==> config.mk <==
export PLATFORM = sky130hd
export DESIGN_NAME = tpu_skew_feeder_flat
export DESIGN_NICKNAME = d
export VERILOG_FILES = /design/src/rtl/tpu_pkg.sv /design/src/rtl/tpu_skew_feeder_if.sv /design/src/rtl/tpu_skew_feeder_skew_row.sv /design/src/rtl/tpu_skew_feeder.sv /design/src/flat_wrapper.sv
export SDC_FILE = /design/constraint.sdc
export NUM_CORES = 2
export LEC_CHECK = 0
export CORE_MARGIN = 1.5
export CORE_UTILIZATION = 63
export CTS_BUF_LIST = sky130_fd_sc_hd__clkbuf_8
export DETAILED_ROUTE_END_ITERATION = 16
export GPL_ROUTABILITY_DRIVEN = 0
export PLACE_DENSITY = 0.86
export REMOVE_ABC_BUFFERS = 1
export SYNTH_ARGS = -nofsm -noshare
export SYNTH_HDL_FRONTEND = slang
export SYNTH_SLANG_ARGS = --single-unit
==> constraint.sdc <==
create_clock -name clk -period 8.9 [get_ports clk]
set_input_delay 2.225 -clock clk [delete_from_list [all_inputs] [get_ports clk]]
set_output_delay 2.225 -clock clk [all_outputs]
set_load 0.1 [all_outputs]
==> src/rtl/tpu_pkg.sv <==
// Shared defaults and types for the tpumac operand feeders.
package tpu_pkg;

    localparam int unsigned BITS_AB = 8;
    localparam int unsigned BITS_C  = 16;
    localparam int unsigned DIM     = 8;

    typedef enum logic {IDLE, STREAM} feeder_state_t;

    typedef logic signed [BITS_AB-1:0] operand_t;

endpackage

==> src/rtl/tpu_skew_feeder_if.sv <==
// Handshake/data bundle between a tile loader and one skew feeder instance.
interface tpu_skew_feeder_if #(
    parameter int unsigned BITS_AB = 8,
    parameter int unsigned DIM     = 8
) ();

    logic                       WrEn;
    logic [$clog2(DIM)-1:0]     Arow;
    logic [DIM*BITS_AB-1:0]     Ain;
    logic                       start;
    logic                       en;
    logic [DIM*BITS_AB-1:0]     Aout;
    logic                       busy;
    logic                       done;
    logic                       err;

    modport master (
        output WrEn, Arow, Ain, start, en,
        input  Aout, busy, done, err
    );

    modport slave (
        input  WrEn, Arow, Ain, start, en,
        output Aout, busy, done, err
    );

endinterface

==> src/rtl/tpu_skew_feeder_skew_row.sv <==
// One feeder row: a column shift buffer followed by a DELAY-stage skew chain and output register.
module skew_row #(
    parameter int unsigned BITS_AB = 8,
    parameter int unsigned DIM     = 8,
    parameter int unsigned DELAY   = 0
) (
    input  logic                   clk,
    input  logic                   rst,
    input  logic                   i_wr,
    input  logic [DIM*BITS_AB-1:0] i_wdata,
    input  logic                   i_adv,
    input  logic                   i_clr,
    output logic [BITS_AB-1:0]     o_dout
);

    logic [DIM*BITS_AB-1:0] r_buf;
    logic [BITS_AB-1:0]     w_head;
    logic [BITS_AB-1:0]     r_dout;

    // Column 0 leaves first; zeros refill so a consumed tile reads back empty.
    always_ff @(posedge clk) begin
        if (rst) begin
            r_buf <= '0;
        end else if (i_wr) begin
            r_buf <= i_wdata;
        end else if (i_adv) begin
            r_buf <= {{BITS_AB{1'b0}}, r_buf[DIM*BITS_AB-1:BITS_AB]};
        end
    end

    generate
        if (DELAY == 0) begin : g_nodly
            assign w_head = r_buf[BITS_AB-1:0];
        end else begin : g_dly
            logic [BITS_AB-1:0] r_dly [DELAY];

            always_ff @(posedge clk) begin
                if (rst) begin
                    for (int j = 0; j < int'(DELAY); j++) r_dly[j] <= '0;
                end else if (i_adv) begin
                    r_dly[0] <= r_buf[BITS_AB-1:0];
                    for (int j = 1; j < int'(DELAY); j++) r_dly[j] <= r_dly[j-1];
                end
            end

            assign w_head = r_dly[DELAY-1];
        end
    endgenerate

    always_ff @(posedge clk) begin
        if (rst || i_clr) begin
            r_dout <= '0;
        end else if (i_adv) begin
            r_dout <= w_head;
        end
    end

    assign o_dout = r_dout;

endmodule

==> src/rtl/tpu_skew_feeder.sv <==
// Skewed operand feeder for one tpumac array edge; SKEW_FEEDER_ERR_EN enables sticky err.
module tpu_skew_feeder
    import tpu_pkg::*;
#(
    parameter int unsigned BITS_AB = tpu_pkg::BITS_AB,
    parameter int unsigned DIM     = tpu_pkg::DIM
) (
    input  logic             clk,
    input  logic             rst,
    tpu_skew_feeder_if.slave bus
);

    localparam int unsigned AW = $clog2(DIM);
    localparam int unsigned CW = $clog2(2 * DIM);
    localparam logic [CW-1:0] LAST_ADV = CW'(2 * DIM - 2);

    feeder_state_t          r_state;
    feeder_state_t          w_state_nxt;
    logic [CW-1:0]          r_cnt;
    logic                   r_done;
    logic                   w_idle;
    logic                   w_busy;
    logic                   w_adv;
    logic                   w_last;
    logic                   w_row_ok;
    logic [DIM-1:0]         w_wr;
    logic [DIM*BITS_AB-1:0] w_aout;

    always_ff @(posedge clk) begin
        if (rst) r_state <= IDLE;
        else     r_state <= w_state_nxt;
    end

    always_comb begin
        w_state_nxt = r_state;
        case (r_state)
            IDLE:    if (bus.start) w_state_nxt = STREAM;
            STREAM:  if (w_adv && w_last) w_state_nxt = IDLE;
            default: w_state_nxt = IDLE;
        endcase
    end

    always_comb begin
        w_idle = (r_state == IDLE);
        w_busy = (r_state == STREAM);
        w_adv  = w_busy && bus.en;
        w_last = (r_cnt == LAST_ADV);
    end

    always_ff @(posedge clk) begin
        if (rst) begin
            r_cnt  <= '0;
            r_done <= 1'b0;
        end else begin
            r_done <= w_adv && w_last;
            if (w_adv) r_cnt <= w_last ? '0 : r_cnt + 1'b1;
        end
    end

    // Row index can only be out of range when DIM is not a power of two.
    generate
        if ((1 << AW) > DIM) begin : g_row_chk
            assign w_row_ok = (bus.Arow < AW'(DIM));
        end else begin : g_row_all
            assign w_row_ok = 1'b1;
        end
    endgenerate

    generate
        for (genvar i = 0; i < DIM; i++) begin : g_row
            assign w_wr[i] = w_idle && bus.WrEn && w_row_ok && (bus.Arow == AW'(i));

            skew_row #(
                .BITS_AB (BITS_AB),
                .DIM     (DIM),
                .DELAY   (i)
            ) u_row (
                .clk     (clk),
                .rst     (rst),
                .i_wr    (w_wr[i]),
                .i_wdata (bus.Ain),
                .i_adv   (w_adv),
                .i_clr   (w_idle),
                .o_dout  (w_aout[i*BITS_AB +: BITS_AB])
            );
        end
    endgenerate

`ifdef SKEW_FEEDER_ERR_EN
    logic r_err;

    always_ff @(posedge clk) begin
        if (rst) begin
            r_err <= 1'b0;
        end else if ((w_busy && (bus.WrEn || bus.start)) || (bus.WrEn && !w_row_ok)) begin
            r_err <= 1'b1;
        end
    end

    assign bus.err = r_err;
`else
    assign bus.err = 1'b0;
`endif

    assign bus.Aout = w_aout;
    assign bus.busy = w_busy;
    assign bus.done = r_done;

endmodule

==> src/flat_wrapper.sv <==
// flat-port wrapper written by rule: the top's interface ports become plain ports
module tpu_skew_feeder_flat import tpu_pkg::*;
#(
    parameter int unsigned BITS_AB = tpu_pkg::BITS_AB,
    parameter int unsigned DIM     = tpu_pkg::DIM
)
  (clk, rst, bus_WrEn, bus_Arow, bus_Ain, bus_start, bus_en, bus_Aout, bus_busy, bus_done, bus_err);
  tpu_skew_feeder_if #(.BITS_AB(BITS_AB), .DIM(DIM)) bus_i ();
  input  logic clk;
  input  logic rst;
  input wire logic [$bits(bus_i.WrEn)-1:0] bus_WrEn;
  input wire logic [$bits(bus_i.Arow)-1:0] bus_Arow;
  input wire logic [$bits(bus_i.Ain)-1:0] bus_Ain;
  input wire logic [$bits(bus_i.start)-1:0] bus_start;
  input wire logic [$bits(bus_i.en)-1:0] bus_en;
  output wire logic [$bits(bus_i.Aout)-1:0] bus_Aout;
  output wire logic [$bits(bus_i.busy)-1:0] bus_busy;
  output wire logic [$bits(bus_i.done)-1:0] bus_done;
  output wire logic [$bits(bus_i.err)-1:0] bus_err;
  assign bus_i.WrEn = bus_WrEn;
  assign bus_i.Arow = bus_Arow;
  assign bus_i.Ain = bus_Ain;
  assign bus_i.start = bus_start;
  assign bus_i.en = bus_en;
  assign bus_Aout = bus_i.Aout;
  assign bus_busy = bus_i.busy;
  assign bus_done = bus_i.done;
  assign bus_err = bus_i.err;
  tpu_skew_feeder #(.BITS_AB(BITS_AB), .DIM(DIM)) u_core (.clk(clk), .rst(rst), .bus(bus_i));
endmodule
==> flow_summary.yaml <==
run_status:
  status: "completed"
global_route:
  grt-ovfl-total: 0
  grt_first_pass_wirelength_um: 116000
  grt_pass1_vias: 22600
  antenna_found_initial: 4
  grt_max_degree: 247
  track_usage: 0.264
worst_setup_path:
  cp-start-kind: "register"
  worstPathRequired_ns: 6.68
  crit_buf_inv: 1
  rr_worst_depth: 4
  r2r_slack_ns: 5.64
  cp_max_fo: 11
  cp.depth: 1
  crit_type: "reg2out"
  crit_family: "buffers and inverters"
  crit_chain: "clkdlybuf4s50_1"
  end_kind: "output port"
  cp_slowest_cell: "clkdlybuf4s50_1"
  slowest_delay_ns: 1.25
  cp.arrival_ns: 2.67
detailed_routing:
  drt_wl_total_um: 72300
  antenna_left: 0
  viasPerCell: 6.52
  drc_errors: 0
  via_count: 23000
  drt_pass1_iterations: 6
  routedWlPerCell_um: 20.5
  first_iter_violations: 2330
cts:
  cts_resized: 0
  clk_pin_slew_ns: 0.06
  cts.path.max_buffers: 3
  clockRootBuffer: "clkbuf_8"
  hold_buffers: 0
  post_cts_buffers: 0
  cts_max_level: 3
  clock-sinks: 806
  clock_latency_ns: 0.73
  cts_tree: "yes"
  cts_made_buffers: 121
synth:
  synthFlopType: "dfxtp_1"
  syn_inst: 2744
  ys_seq_area_frac: 0.562
  async_flop_share: 0
  syn_area_um2: 32700
  synth_edf_count: 224
  synth_top_area_frac: 0.356
  synth_area_per_cell_um2: 11.9
  synth_seq_cells: 806
  ys_warn_count: 0
  yosys.area.top_type: "dfxtp_1"
  synthTopCellsByCount: "582 x dfxtp_1, 512 x mux2i_1, 437 x a221oi_1"
  synthDistinctLibCells: 40
  yosys.cell_count.top_type: "dfxtp_1"
  synthTopCellsByArea: "dfxtp_1 36%, edfxtp_1 21%, mux2i_1 16%, a221oi_1 12%, and2_1 4.2%"
sta:
  finalMaxSlewViolations: 0
  finalSetupViolCount: 0
  fmax_mhz: 204
  grt_setup_unrepaired: "false"
  tightest_slew_ns: 1.17
  finalSetupTns_ns: 0
  timing.final.crit_share: 0.550
  relSlewSlack: 0.223
  hold_violations: 0
  post-route-min-period_ns: 4.90
  skew_ns: 0.0225
final_layout:
  nFillCells: 3505
  syn_to_final_growth_pct: 9.95
  ff_latch_area_um2: 18400
  nets: 2816
  multiInputGateArea_um2: 12800
  drive_gt1_frac: 0.0758
  final_util: 0.701
hold_path:
  worstHoldPathType: "reg2reg"
  whs_path_depth: 2
power_and_ir_drop:
  peakVddDrop_mv: 0.138
  total_power_mw: 7.30
  power_density_nw_per_um2: 203
  p_leak_nw: 12.7
floorplanning:
  die_y_um: 231
  die-area_um2: 53300
  start_util: 0.637
  num_rows: 83
  die_x_um: 231
  io_pins: 139
  fp.coreArea_um2: 51300
place:
  place_hpwl_um: 39300
  io_buffers: 137
flow_run:
  cap_violations: 0
[final timing paths]
path,from,end
setup / recovery,u_core.bus.busy$_SDFF_PP0_,bus_busy
hold / removal,u_core.g_row[4].u_row.g_dly.r_dly[3][3]$_SDFFCE_PN0P_,u_core.g_row[4].u_row.o_dout[3]$_SDFFE_PP0P_
setup reg to reg,u_core.bus.busy$_SDFF_PP0_,u_core.g_row[5].u_row.r_buf[25]$_SDFFE_PP0P_
hold reg to reg,u_core.g_row[4].u_row.g_dly.r_dly[3][3]$_SDFFCE_PN0P_,u_core.g_row[4].u_row.o_dout[3]$_SDFFE_PP0P_
[power by group]
part | leakage [nW] | internal (mW) | switching (mW)
clock network | 1.37 | 1.40 | 1.38
logic | 4.28 | 0.185 | 0.366
registers | 7.08 | 3.90 | 0.0569
total | 12.7 | 5.49 | 1.81
[metrics by stage]
| step | setup WS (ns) | hold WS (ns) | instances | cell area [um2] |
|---|---|---|---|---|
| after floorplan | -9.22 | 0.456 | 2457 | 31100 |
| after global placement | 4.04 | 0.464 | 3301 | 33700 |
| after detailed placement | 3.86 | 0.471 | 3301 | 33700 |
| after CTS | 3.96 | 0.487 | 3529 | 35900 |
| after global routing | 3.90 | 0.512 | 3533 | 36000 |
| final | 4.00 | 0.480 | 3533 | 36000 |
[cells by family (layout without fill, tap and decap cells)]
| logic type | Yosys count | count (layout) | share of synthesized area |
|---|---|---|---|
| flip-flops | 806 | 806 | 0.562 |
| buffers and inverters | 288 | 393 | 0.0491 |
| other | 1 | 5 | 0.000115 |
| AND/OR/NAND/NOR | 551 | 551 | 0.0835 |
| multiplexers | 512 | 512 | 0.157 |
| AO/OA/AOI/OAI | 586 | 586 | 0.148 |
[registers in the layout, summed over array words and instances (netlist names)]
signal / cells
u_core.r_cnt: 4
u_core.g_row.u_row.r_buf: 512
u_core.g_row.u_row.o_dout: 64
u_core.bus.done: 1
u_core.bus.busy: 1
u_core.g_row.u_row.g_dly.r_dly: 224
[placed cells by master, fill, tap and decap left out, types with 2 or more instances in the layout]
master,count
dfxtp_1,582
nand3b_1,3
o21ai_0,65
clkinvlp_4,6
clkdlybuf4s50_1,135
nor2_1,290
nor3_1,2
and2_1,216
clkbuf_8,137
mux2i_1,512
inv_1,57
nand2b_1,8
nand2_2,6
nand2_1,2
a221oi_2,11
a21oi_1,4
clkinv_1,15
nand3_2,2
a221oi_1,437
clkinv_2,12
diode_2,4
nand2b_4,3
buf_12,6
nor2b_1,10
edfxtp_1,224
o211ai_1,64
buf_4,22
inv_8,2
[area by class of cell]
type                       count  share of cell area
sequential                   806               0.511
clock buffer                 137              0.0524
clock inverter                91              0.0108
timing repair buffer         164              0.0459
inverter                       1            0.000313
multi-input combinational   1650               0.355
tap                          680              0.0237
antenna                        4            0.000278
[layer usage]
layer	GRT usage	share of wire
met5	0	0
met4	0.124	0.030
met3	0.0437	0.062
met2	0.424	0.48
met1	0.350	0.42
[tightest hold or removal path: cells and delay by family, from the launching register on]
family / cells / cell delay [ns]
multiplexers: 1 / 0.06
AND/OR/NAND/NOR: 1 / 0.07
flip-flops: 1 / 0.32
(Power assumes the default switching activity.)
